<file path="src/rtl/branch_resolve_unit_if.sv">
// Fetch/execute/LUT-update signal bundle for the branch resolve unit.
interface branch_resolve_unit_if #(
  parameter int unsigned CNT_W = 16
);
  logic             if_valid;
  logic [15:0]      if_pc;
  logic             if_pred_taken;
  logic [15:0]      if_pred_target;
  logic             ex_valid;
  logic             ex_is_branch;
  logic             ex_taken;
  logic [15:0]      ex_offset;
  logic             q_full;
  logic             lut_write_en;
  logic [32:0]      lut_write_data;
  logic             flush;
  logic [15:0]      redirect_pc;
  logic [CNT_W-1:0] branch_count;
  logic [CNT_W-1:0] mispredict_count;
  logic             underflow;

  modport slave (
    input  if_valid, if_pc, if_pred_taken, if_pred_target,
    input  ex_valid, ex_is_branch, ex_taken, ex_offset,
    output q_full, lut_write_en, lut_write_data, flush, redirect_pc,
    output branch_count, mispredict_count, underflow
  );

  modport master (
    output if_valid, if_pc, if_pred_taken, if_pred_target,
    output ex_valid, ex_is_branch, ex_taken, ex_offset,
    input  q_full, lut_write_en, lut_write_data, flush, redirect_pc,
    input  branch_count, mispredict_count, underflow
  );
endinterface

</file>
<file path="src/rtl/branch_resolve_unit.sv">
// Tracks fetch-time branch predictions in order and, at EX resolve, emits
// LUT correction, flush and redirect on a mispredict; keeps statistics.
module branch_resolve_unit #(
  parameter int unsigned DEPTH = 4,
  parameter int unsigned CNT_W = 16
) (
  input  logic                  clk,
  input  logic                  clr_n,
  branch_resolve_unit_if.slave  bus
);
  localparam int unsigned AW = $clog2(DEPTH);
  localparam int unsigned PW = AW + 1;

  typedef struct packed {
    logic [15:0] pc;
    logic        pred_taken;
    logic [15:0] pred_target;
  } entry_t;

  entry_t           mem [DEPTH];
  logic [PW-1:0]    wr_ptr, rd_ptr, rd_ptr_nxt;
  logic             empty, full, pop, push, mispredict, actual_taken;
  entry_t           head;
  logic [15:0]      seq_pc, actual_next, pred_next;
  logic             flush_q, lut_we_q, underflow_q;
  logic [32:0]      lut_data_q;
  logic [15:0]      redirect_q;
  logic [CNT_W-1:0] branch_cnt_q, mispredict_cnt_q;

  // Queue status and resolve compare against the head entry
  always_comb begin
    empty        = (wr_ptr == rd_ptr);
    full         = (wr_ptr[AW] != rd_ptr[AW]) && (wr_ptr[AW-1:0] == rd_ptr[AW-1:0]);
    head         = mem[rd_ptr[AW-1:0]];
    pop          = bus.ex_valid && !empty && !flush_q;
    push         = bus.if_valid && (!full || pop);
    rd_ptr_nxt   = pop ? PW'(rd_ptr + PW'(1)) : rd_ptr;
    seq_pc       = 16'(head.pc + 16'd1);
    actual_taken = bus.ex_is_branch && bus.ex_taken;
    actual_next  = actual_taken ? 16'(head.pc + bus.ex_offset) : seq_pc;
    pred_next    = head.pred_taken ? head.pred_target : seq_pc;
    mispredict   = pop && (pred_next != actual_next);
  end

  // Entry storage; a push in the flushing cycle is squashed
  always_ff @(posedge clk) begin
    if (push && !mispredict) begin
      mem[wr_ptr[AW-1:0]] <= '{pc: bus.if_pc, pred_taken: bus.if_pred_taken,
                               pred_target: bus.if_pred_target};
    end
  end

  always_ff @(posedge clk or negedge clr_n) begin
    if (!clr_n) begin
      wr_ptr           <= '0;
      rd_ptr           <= '0;
      flush_q          <= 1'b0;
      lut_we_q         <= 1'b0;
      lut_data_q       <= '0;
      redirect_q       <= '0;
      branch_cnt_q     <= '0;
      mispredict_cnt_q <= '0;
      underflow_q      <= 1'b0;
    end else begin
      rd_ptr <= rd_ptr_nxt;
      if (mispredict) begin
        wr_ptr <= rd_ptr_nxt;
      end else if (push) begin
        wr_ptr <= PW'(wr_ptr + PW'(1));
      end
      flush_q    <= mispredict;
      lut_we_q   <= mispredict;
      lut_data_q <= mispredict ? {head.pc, bus.ex_offset, actual_taken} : 33'd0;
      if (mispredict) begin
        redirect_q <= actual_next;
      end
      if (pop && bus.ex_is_branch && (branch_cnt_q != '1)) begin
        branch_cnt_q <= CNT_W'(branch_cnt_q + CNT_W'(1));
      end
      if (mispredict && (mispredict_cnt_q != '1)) begin
        mispredict_cnt_q <= CNT_W'(mispredict_cnt_q + CNT_W'(1));
      end
      // Resolve with nothing in flight is a sticky protocol error
      if (bus.ex_valid && empty && !flush_q) begin
        underflow_q <= 1'b1;
      end
    end
  end

  assign bus.q_full           = full;
  assign bus.lut_write_en     = lut_we_q;
  assign bus.lut_write_data   = lut_data_q;
  assign bus.flush            = flush_q;
  assign bus.redirect_pc      = redirect_q;
  assign bus.branch_count     = branch_cnt_q;
  assign bus.mispredict_count = mispredict_cnt_q;
  assign bus.underflow        = underflow_q;
endmodule

</file>
<file path="src/flat_wrapper.sv">
// flat-port wrapper written by rule: the top's interface ports become plain ports
module branch_resolve_unit_flat 
#(
  parameter int unsigned DEPTH = 4,
  parameter int unsigned CNT_W = 16
)
  (clk, clr_n, bus_if_valid, bus_if_pc, bus_if_pred_taken, bus_if_pred_target, bus_ex_valid, bus_ex_is_branch, bus_ex_taken, bus_ex_offset, bus_q_full, bus_lut_write_en, bus_lut_write_data, bus_flush, bus_redirect_pc, bus_branch_count, bus_mispredict_count, bus_underflow);
  branch_resolve_unit_if #(.CNT_W(CNT_W)) bus_i ();
  input  logic clk;
  input  logic clr_n;
  input wire logic [$bits(bus_i.if_valid)-1:0] bus_if_valid;
  input wire logic [$bits(bus_i.if_pc)-1:0] bus_if_pc;
  input wire logic [$bits(bus_i.if_pred_taken)-1:0] bus_if_pred_taken;
  input wire logic [$bits(bus_i.if_pred_target)-1:0] bus_if_pred_target;
  input wire logic [$bits(bus_i.ex_valid)-1:0] bus_ex_valid;
  input wire logic [$bits(bus_i.ex_is_branch)-1:0] bus_ex_is_branch;
  input wire logic [$bits(bus_i.ex_taken)-1:0] bus_ex_taken;
  input wire logic [$bits(bus_i.ex_offset)-1:0] bus_ex_offset;
  output wire logic [$bits(bus_i.q_full)-1:0] bus_q_full;
  output wire logic [$bits(bus_i.lut_write_en)-1:0] bus_lut_write_en;
  output wire logic [$bits(bus_i.lut_write_data)-1:0] bus_lut_write_data;
  output wire logic [$bits(bus_i.flush)-1:0] bus_flush;
  output wire logic [$bits(bus_i.redirect_pc)-1:0] bus_redirect_pc;
  output wire logic [$bits(bus_i.branch_count)-1:0] bus_branch_count;
  output wire logic [$bits(bus_i.mispredict_count)-1:0] bus_mispredict_count;
  output wire logic [$bits(bus_i.underflow)-1:0] bus_underflow;
  assign bus_i.if_valid = bus_if_valid;
  assign bus_i.if_pc = bus_if_pc;
  assign bus_i.if_pred_taken = bus_if_pred_taken;
  assign bus_i.if_pred_target = bus_if_pred_target;
  assign bus_i.ex_valid = bus_ex_valid;
  assign bus_i.ex_is_branch = bus_ex_is_branch;
  assign bus_i.ex_taken = bus_ex_taken;
  assign bus_i.ex_offset = bus_ex_offset;
  assign bus_q_full = bus_i.q_full;
  assign bus_lut_write_en = bus_i.lut_write_en;
  assign bus_lut_write_data = bus_i.lut_write_data;
  assign bus_flush = bus_i.flush;
  assign bus_redirect_pc = bus_i.redirect_pc;
  assign bus_branch_count = bus_i.branch_count;
  assign bus_mispredict_count = bus_i.mispredict_count;
  assign bus_underflow = bus_i.underflow;
  branch_resolve_unit #(.DEPTH(DEPTH), .CNT_W(CNT_W)) u_core (.clk(clk), .clr_n(clr_n), .bus(bus_i));
endmodule
</file>
<file path="config.mk">
export PLATFORM = sky130hd
export DESIGN_NAME = branch_resolve_unit_flat
export DESIGN_NICKNAME = d
export VERILOG_FILES = /design/src/rtl/branch_resolve_unit_if.sv /design/src/rtl/branch_resolve_unit.sv /design/src/flat_wrapper.sv
export SDC_FILE = /design/constraint.sdc
export NUM_CORES = 1
export LEC_CHECK = 0
export ABC_AREA = 1
export BUFFER_PORTS_ARGS = -buffer_cell sky130_fd_sc_hd__buf_4
export CORE_MARGIN = 2
export CORE_UTILIZATION = 30
export CTS_CLUSTER_DIAMETER = 100
export DETAILED_ROUTE_END_ITERATION = 7
export PLACE_DENSITY = 0.51
export SYNTH_ARGS = -nofsm -noshare
export SYNTH_HDL_FRONTEND = slang
export SYNTH_SLANG_ARGS = --single-unit
</file>
<file path="constraint.sdc">
create_clock -name clk -period 15 [get_ports clk]
set_input_delay 2.25 -clock clk [delete_from_list [all_inputs] [get_ports clk]]
set_output_delay 2.25 -clock clk [all_outputs]
set_load 0.005 [all_outputs]
</file>
## Word-level counts from Yosys, hierarchy flattened

Memories as Yosys holds them, arrays and structs flattened.
Index checks and enable logic that the tools add are counted.

| word-level totals | value |
|---|---|
| register bits | 89 |
| memory bits (writable) | 132 |
| input bits | 55 |
| output and inout bits | 85 |
| word-level logic and storage cells | 47 |
| memories kept | 1 |

| operators by class | value |
|---|---|
| add/sub/neg operators | 6 |
| equal/unequal tests | 6 |
| multiplexer cells | 8 |
| reduce and logical (&&, ||, !) cells | 18 |

Memory list:

| memory | depth | width | rd ports | clocked after Yosys merged registers in | write ports | line | text |
|---|---|---|---|---|---|---|---|
| u_core.mem | 4 | 33 | 1 | 0 | 1 | branch_resolve_unit.sv:20 | `entry_t mem [DEPTH];` |

Operators with widths:

| kind | number |
|---|---|
| 16-bit by 1-bit adder with 16-bit output (second input constant) | 3 |
| 33-bit 2-to-1 mux | 1 |
| 16-bit 2-to-1 mux | 2 |
| 16-bit != test (second input constant) | 2 |
| 16-bit adder | 1 |
| 16-bit != test | 1 |
| 1-bit logical AND | 12 |
| 3-bit 2-to-1 mux | 3 |
| 3-bit by 1-bit adder with 3-bit output (second input constant) | 2 |
| 1-bit zero test | 4 |
| 3-bit equality test | 1 |
| 2-bit equality test | 1 |
| 1-bit 2-to-1 mux | 2 |
| 2-bit nonzero test | 1 |
| 1-bit logical OR | 1 |
| 1-bit != test | 1 |

## Longest topological paths before layout

Gate-level depths: netlist of run 1.

| depth | value |
|---|---|
| depth in word-level cells | 9 |
| gate-level depth with buffers | 29 |
| depth with buffers taken out | 27 |

## Worst setup path before layout of run 1

OpenSTA, ideal clock, no wires.

| timing | value |
|---|---|
| path type | input to register |
| start | input port bus_ex_offset[0] |
| end | memory u_core.mem[3][0] (netlist bit), enable pin |
| library setup time | 0.423 ns |
| arrival time | 5.753 ns |
| data required time | 14.577 ns |
| path slack | 8.824 ns |
| cell stages on the path | 19 |
| path buffers | 1 |
| cell sequence | ha_1 fa_1 nand2_1 nand2_1 nand2_1 nand2_1 or2_2 nand3_1 nand2_1 nand2_1 nand2_1 nor2_1 nand2_1 nor2_1 nand3_1 o21bai_4 buf_4 nand2_1 nor2_1 |

| between the ends | value |
|---|---|
| longest elaborated chain between the ends | 8 |

RTL lines:

| what | line | text |
|---|---|---|
| from (decl) | flat_wrapper.sv:18 | `input wire logic [$bits(bus_i.ex_offset)-1:0] bus_ex_offset;` |
| 16-bit adder | branch_resolve_unit.sv:40 | `actual_next = actual_taken ? 16'(head.pc + bus.ex_offset) : seq_pc;` |
| 16-bit 2-to-1 mux | branch_resolve_unit.sv:40 |  |
| 16-bit != test | branch_resolve_unit.sv:42 | `mispredict = pop && (pred_next != actual_next);` |
| 1-bit logical AND | branch_resolve_unit.sv:42 |  |
| 1-bit zero test | branch_resolve_unit.sv:47 | `if (push && !mispredict) begin` |
| 1-bit logical AND | branch_resolve_unit.sv:47 |  |
| 1-bit 2-to-1 mux | branch_resolve_unit.sv:47 |  |
| 1-bit 2-to-1 mux (implied by the code) | branch_resolve_unit.sv:48 | `mem[wr_ptr[AW-1:0]] <= '{pc: bus.if_pc, pred_taken: bus.if_pred_taken,` |
| to (decl) | branch_resolve_unit.sv:20 |  |

Every way passes these cells.

## Worst setup path in the final report of run 1

| timing | value |
|---|---|
| start | input port bus_ex_is_branch |
| end | memory u_core.mem[0][19] (netlist bit), enable pin |

| between the ends | value |
|---|---|
| longest elaborated chain between the ends | 8 |

RTL lines:

| what | line | text |
|---|---|---|
| from (decl) | flat_wrapper.sv:16 | `input wire logic [$bits(bus_i.ex_is_branch)-1:0] bus_ex_is_branch;` |
| 1-bit logical AND | branch_resolve_unit.sv:39 | `actual_taken = bus.ex_is_branch && bus.ex_taken;` |
| 16-bit 2-to-1 mux | branch_resolve_unit.sv:40 |  |
| 16-bit != test | branch_resolve_unit.sv:42 |  |
| 1-bit logical AND | branch_resolve_unit.sv:42 |  |
| 1-bit zero test | branch_resolve_unit.sv:47 |  |
| 1-bit logical AND | branch_resolve_unit.sv:47 |  |
| 1-bit 2-to-1 mux | branch_resolve_unit.sv:47 |  |
| 1-bit 2-to-1 mux (implied by the code) | branch_resolve_unit.sv:48 |  |

Every way passes these cells.

==> run summary, run 1 <==
Clock Pin Slew Worst Setup and Hold Paths = 60 ps
Yosys reg bits = 221
Pin count of the biggest net entering global routing = 73
Grt ovf = 0
Power share of the combinational group = 0.494
Diode count = 0
# rows = 71
Max Cap Viol = 0
Worst EP arrival = 6060 ps
RR Startpoint = u_core.rd_ptr[0]$_DFF_PN0_
LEAKAGE = 6.28 nW
Final Cycle Share = 0.394
Pint = 1.61 mW
RR Endpoint = u_core.mem[0][19]$_DFFE_PP_
Gp weighted congestion = 0.912
Number of synthesized flops with an enable pin = 132
Tmin final = 5900 ps
Die area = 39300 um2
Mapped Nets = 1377
Initial DRC Count = 513
Hold Path Cell Cnt = 2
Clk network pwr share = 0.200
RSZ-0062 raised after global routing = no
Top post-synthesis cells by area = edfxtp_1, dfrtp_1, nand2_1, nand3_1, nor2_1
Clock sinks = 221
Synth top area share = 0.350
Fin. Hold Viols = 0
Cell area after synthesis = 11300 um2
I/O pins = 140
Most used cell, CP = nand2_1
Cell area power density = 213 nW/um2
Initial core utilization = 0.303
Hpwl dp = 22.1 mm
Hold_sp = u_core.bus.underflow$_DFFE_PN0P_
Post-synthesis async set-or-reset flop share = 0.403
Most common cell in the netlist = nand2_1
Vias per inst = 4.56
CP bufs+invs = 5
R2R Setup Slk = 9220 ps
Primary FF master, synth = edfxtp_1
CP startpoint kind = input pin
Register area share after synthesis = 0.547
Area Overhead vs Synth = 20.1%
Status = finished, final reports clean
Total Power = 2.90 mW
Fin nets = 1511
Post-CTS setup buffer count = 0
Vias = 8941
Die width = 198 um
CTS buffer count = 25
Synthesis Warnings = 0
Post-DRT Antenna Nets = 0
Routed len/inst = 16.1 um
Skew-Pair Late Insertion Delay = 530 ps
Layout cells sized above 1 = 0.161
Critical Path Stages = 19
Worst VDD drop = 89.1 uV
Non-filler cells in the finished layout = 1962
Crit path max fanout = 71
Synth cell count leaders = nand2_1, nand3_1, edfxtp_1
Final wirelength = 31.6 mm
CP endpoint kind = register
Syn Area/Cell = 8.72 um2
Synth cell types = 44
Max-slew violations = 0
CTS resizes = 0
Cells along the critical path = buf_4, nand2_1, buf_4, inv_1, o21ai_0, nand3_1, nand2_1, nand2_1, nor2_1, nand2_1, nor2_1, nand2_1, nor2_1, nand3_1, o21bai_4, buf_4, nand2_1, nor2_2, buf_4
Hold Path Class = reg -> reg
Worst-case hold path end point = u_core.bus.underflow$_DFFE_PN0P_
Slew @ Worst Pin = 893 ps
Fin Setup TNS = 0 ps
Yosys top cell by area = edfxtp_1
Initial antenna violation count = 0
Net Switching = 1.29 mW
Seq pwr share = 0.306
Port Buffers = 139
Required @ worst endpoint = 15160 ps
Core ar. = 37400 um2
Vias in the first global route = 8810
Number of placed cells counting well taps = 1916
CTS max path bufs = 3
First-pass GRT wire length = 49.2 mm
CTS Hold Bufs = 0
Delay-heaviest family, CP = buffers and inverters
R2R cell count = 26
Die Ht = 198 um
H-tree depth = 1
Fillers = 3856
# setup viols final = 0
Rel. slew slack = 0.405
Setup Skew = 14.6 ps
Worst path max stage delay = 610 ps
Net Sw Frac = 0.444
Crit path kind = in -> reg
CTS tree = built
Slowest stage cell, crit path = buf_4
Remaining routing DRC violations = 0
All-layer global routing usage = 0.163
Syn Inst Count = 1298
TritonRoute pass-1 iters = 5
Max frequency = 169 MHz
Root buf cell = clkbuf_16
## final cells by class
class	count	area, um2	area share
inverters	105	402	0.0295
clock inverters	15	106	0.00782
multi-input cells	928	4450	0.328
well taps	511	639	0.0470
repair buffers	151	1130	0.0834
clock buffers	31	668	0.0492
flip-flops and latches	221	6190	0.456
## sequential cells by signal, indices dropped and copies added, names as in the netlist
signal	cells
u_core.bus.flush	1
u_core.wr_ptr	3
u_core.rd_ptr	3
u_core.bus.lut_write_data	33
u_core.bus.mispredict_count	16
u_core.bus.branch_count	16
u_core.mem	132
u_core.bus.underflow	1
u_core.bus.redirect_pc	16
## power groups by stage
stage / Combinational (mW) / Clock (mW) / Sequential [mW]
after floorplan: 1.01 / 0 / 0.872
after global placement: 1.44 / 0 / 0.903
after detailed placement: 1.45 / 0 / 0.903
after CTS: 1.46 / 0.596 / 0.892
after global routing: 1.64 / 0.621 / 0.905
final: 1.43 / 0.578 / 0.888
## metal layers
metal / routed length [um] / track usage / vias to the layer above / share of wire
li1: - / - / 4517 / -
met1: 14100 / 0.211 / 4166 / 0.45
met2: 14900 / 0.278 / 194 / 0.47
met3: 1360 / 0.0221 / 64 / 0.043
met4: 1200 / 0.0618 / 0 / 0.038
met5: 0 / 0 / - / 0
## through the flow
stage	instance area, um2	hold WS (ps)	utilization	setup slack (ps)
after global routing	13600	523	0.363	8570
final	13600	481	0.363	9100
after floorplan	11300	460	-	8820
after detailed placement	12800	479	0.343	8550
after CTS	13600	494	0.363	9090
after global placement	12800	464	0.343	8620
## worst min-delay path, stage by stage (launching register included)
cell,delay [ps]
dfrtp_1,350
inv_1,40
o31ai_1,50
## worst max-delay path by stage
stage	startpoint	end
floorplan	bus_ex_offset[0]	u_core.mem[3][0]$_DFFE_PP_
global placement	bus_ex_is_branch	u_core.mem[0][20]$_DFFE_PP_
detailed placement	bus_ex_is_branch	u_core.mem[0][24]$_DFFE_PP_
CTS	bus_ex_is_branch	u_core.mem[0][16]$_DFFE_PP_
global route	u_core.rd_ptr[0]$_DFF_PN0_	u_core.mem[1][22]$_DFFE_PP_
finish	bus_ex_is_branch	u_core.mem[0][19]$_DFFE_PP_
## kinds of logic after synthesis
family	synth area share
XOR/XNOR	0.0286
AO/OA/AOI/OAI	0.0408
multiplexers	0.000995
flip-flops	0.547
AND/OR/NAND/NOR	0.295
buffers and inverters	0.0604
adder cells (fa/ha/maj)	0.0272
## cell usage in the layout, fill, tap and decap left out, drive strengths merged
cell	Yosys	routed
nand2	468	468
nand3	170	170
buf	35	151
edfxtp	132	132
nor2	119	119
inv	105	107
dfrtp	89	89
o21ai	34	34
clkbuf	9	31
xor2	25	25
ha	23	23
a21oi	18	18
or2	13	13
xnor2	12	12
clkinv	0	12
nor3	10	10
nand4	5	5
a32oi	4	4
a32o	4	4
nand3b	3	3
o21bai	3	3
o211ai	2	2
a21boi	2	2
o21a	2	2
o221ai	2	2
nor4	2	2
o311ai	1	1
o22ai	1	1
nor3b	1	1
o31ai	1	1
a22oi	1	1
mux2	1	1
fa	1	1
bufinv	0	1
Note: power is estimated with default switching activity, not from simulation.
==> inputs of run 2 (changes only) <==
--- a/config.mk
+++ b/config.mk
@@ -11,7 +11,7 @@
 export CORE_UTILIZATION = 30
 export CTS_CLUSTER_DIAMETER = 100
 export DETAILED_ROUTE_END_ITERATION = 7
-export PLACE_DENSITY = 0.51
+export PLACE_DENSITY = 0.52
 export SYNTH_ARGS = -nofsm -noshare
 export SYNTH_HDL_FRONTEND = slang
 export SYNTH_SLANG_ARGS = --single-unit
==> constraint.sdc (replaced) <==
create_clock -name clk -period 5.32 [get_ports clk]
set_input_delay 0.798 -clock clk [delete_from_list [all_inputs] [get_ports clk]]
set_output_delay 0.798 -clock clk [all_outputs]
set_load 0.005 [all_outputs]
==> run 2 against run 1 <==
  * Critical path type is now reg -> reg
  * Combinational power grew to 2.9 times the previous value
  * First-iteration DRC count rose by 17%
  * Largest power group unchanged
  * Sequential share of layout area is 0.52 points lower
  * Worst hold slack worse by 220 ps
  * Critical path depth up 9
  * Total power increased to 2.9 times the previous value
  * Via count rose by 1.9%
==> run summary, run 2 (synthesis results as in run 1) <==
Root buf cell = clkbuf_16
Final wirelength = 31.4 mm (-0.48%)
Power share of the combinational group = 0.500 (+0.006)
Area Overhead vs Synth = 21.5%
Initial core utilization = 0.303 (unchanged)
TritonRoute pass-1 iters = 5 (unchanged)
CTS Hold Bufs = 0 (unchanged)
LEAKAGE = 6.34 nW (+0.96%)
Total Power = 8.32 mW (+190%)
Max reg flops = 132 (unchanged)
Design Area, Final = 13700 um2 (+1.2%)
Hold Path Class = in -> async
Gp weighted congestion = 0.908 (-0.46%)
Clk network pwr share = 0.202 (+0.002)
Routed len/inst = 16.0 um (-0.89%)
Critical Path Source = u_core.rd_ptr[0]$_DFF_PN0_
R2R Setup Slk = 710 ps (-8510 ps)
Cell area power density = 605 nW/um2 (+180%)
Post-DRT Antenna Nets = 0 (unchanged)
Fin. Hold Viols = 0 (unchanged)
Commonest non-fill, non-tap cell in the layout = nand2_1
Diode count = 0 (unchanged)
Skew-Pair Late Insertion Delay = 540 ps (about the same)
Vias per inst = 4.63 (+1.5%)
First-pass GRT wire length = 48.9 mm (-0.58%)
CTS resizes = 0 (unchanged)
Crit path max fanout = 72 (+1.4%)
Crit path kind = reg -> reg
Fin Setup TNS = 0 ps (unchanged)
Fin util = 0.368 (+0.00418)
Hold_ws = 258 ps (-223 ps)
Pint = 4.67 mW (+190%)
Remaining routing DRC violations = 0 (unchanged)
Layout cells sized above 1 = 0.164 (+0.00323)
Place WS = 760 ps (-7790 ps)
Fillers = 3818 (-0.99%)
Max frequency = 217 MHz
Port Buffers = 139 (unchanged)
Die area = 39300 um2 (unchanged)
RSZ-0062 raised after global routing = no
M1 wire length = 14.4 mm (+1.8%)
Initial DRC Count = 598 (+17%)
Fin nets = 1518 (+0.46%)
Initial antenna violation count = 1 (+1)
Delay-heaviest family, CP = simple AND/OR/NAND/NOR gates
Slew @ Worst Pin = 807 ps (-85.4 ps)
Clock Pin Slew Worst Setup and Hold Paths = 60 ps (about the same)
CP endpoint kind = register
Worst EP arrival = 5020 ps (-1040 ps)
Net Switching = 3.66 mW (+180%)
Met3 WL post-DR = 1.37 mm (+0.66%)
Number of placed cells counting well taps = 1922 (+0.31%)
H-tree depth = 1 (unchanged)
Seq pwr share = 0.298 (-0.008)
Slowest stage cell, crit path = dfrtp_2
Die width = 198 um (unchanged)
Required @ worst endpoint = 5730 ps (-9430 ps)
FF+latch area = 6190 um2 (unchanged)
Tmin final = 4610 ps
Non-filler cells in the finished layout = 1970 (+0.41%)
Worst path max stage delay = 640 ps (+30 ps)
Vias = 9113 (+1.9%)
Core ar. = 37400 um2 (unchanged)
Vias in the first global route = 8871 (+0.69%)
Grt ovf = 0 (unchanged)
Most used cell, CP = nand2_1
Post-CTS setup buffer count = 0 (unchanged)
DP Area = 12900 um2 (+0.84%)
Multi-input logic area = 4450 um2 (unchanged)
# setup viols final = 0 (unchanged)
Setup Skew = 12.0 ps (-2.56 ps)
Status = finished, final reports clean
Top Metal Used = met4
Final Cycle Share = 0.866
# rows = 71 (unchanged)
Net Sw Frac = 0.439 (-0.00438)
Setup WS post-layout = 711 ps (-8380 ps)
Commonest non-fill, non-tap cells in the layout = nand2_1, nand3_1, buf_4
Max Cap Viol = 0 (unchanged)
Met2 WL post-DR = 14.6 mm (-2.2%)
Rel. slew slack = 0.460 (+0.0553)
Hpwl dp = 22.2 mm (+0.72%)
Max-slew violations = 0 (unchanged)
CTS tree = built
CTS buffer count = 26 (+4.0%)
CP startpoint kind = register
CP bufs+invs = 3 (-2)
I/O pins = 140 (unchanged)
Worst VDD drop = 280 uV (+210%)
Die Ht = 198 um (unchanged)
CTS max path bufs = 3 (unchanged)
Clock sinks = 221 (unchanged)
Pin count of the biggest net entering global routing = 73 (unchanged)
All-layer global routing usage = 0.161 (-0.00246)
RR Startpoint = u_core.rd_ptr[0]$_DFF_PN0_
-- run 2: cell count changes in the layout (fill, tap and decap cells not counted), sizes merged --
cell / before / now
clkbuf: 31 / 39
clkinvlp: 0 / 1
clkinv: 12 / 8
inv: 107 / 105
bufinv: 1 / 0
buf: 151 / 157
-- run 2: path summary, 6_finish.rpt --
kind | endpoint | depth (start not counted)
setup / recovery | u_core.bus.mispredict_count[10]$_DFFE_PN0P_ | 28
hold / removal | u_core.bus.lut_write_data[11]$_DFF_PN0_ | 1
setup reg to reg | u_core.bus.mispredict_count[10]$_DFFE_PN0P_ | 28
hold reg to reg | u_core.bus.underflow$_DFFE_PN0P_ | 2
max in group asynchronous | u_core.rd_ptr[0]$_DFF_PN0_ | 2
min in group clk | u_core.mem[1][30]$_DFFE_PP_ | 1
-- run 2: power by group through the flow --
stage | Sequential (mW) | Combinational (mW) | Clock (mW)
2_1_floorplan | 2.46 | 2.84 | 0
3_3_place_gp | 2.52 | 4.15 | 0
3_5_place_dp | 2.52 | 4.18 | 0
4_1_cts | 2.49 | 4.20 | 1.74
5_1_grt | 2.52 | 4.75 | 1.80
6_report | 2.48 | 4.16 | 1.68
-- run 2: cell type report --
type / count / share of cell area
clock inverter: 9 / 0.00446
clock buffer: 39 / 0.0554
sequential: 221 / 0.450
multi-input combinational: 928 / 0.324
inverter: 105 / 0.0292
timing repair buffer: 157 / 0.0903
tap: 511 / 0.0465
-- run 2: worst register-to-register path: cells and delay by family, from the launching register on --
family,cells,cell delay [ps]
DFF,1,640
adders and majority gates,2,650
AOI/OAI and AO/OA,1,150
and+or+nand+nor,22,2040
buffers and inverters,3,1000
-- run 2: per-layer routing --
metal | GRT usage | vias to the layer above
met4 | 0.0551 | 0
li1 | - | 4529
met3 | 0.0204 | 70
met1 | 0.215 | 4276
met5 | 0 | -
met2 | 0.269 | 238
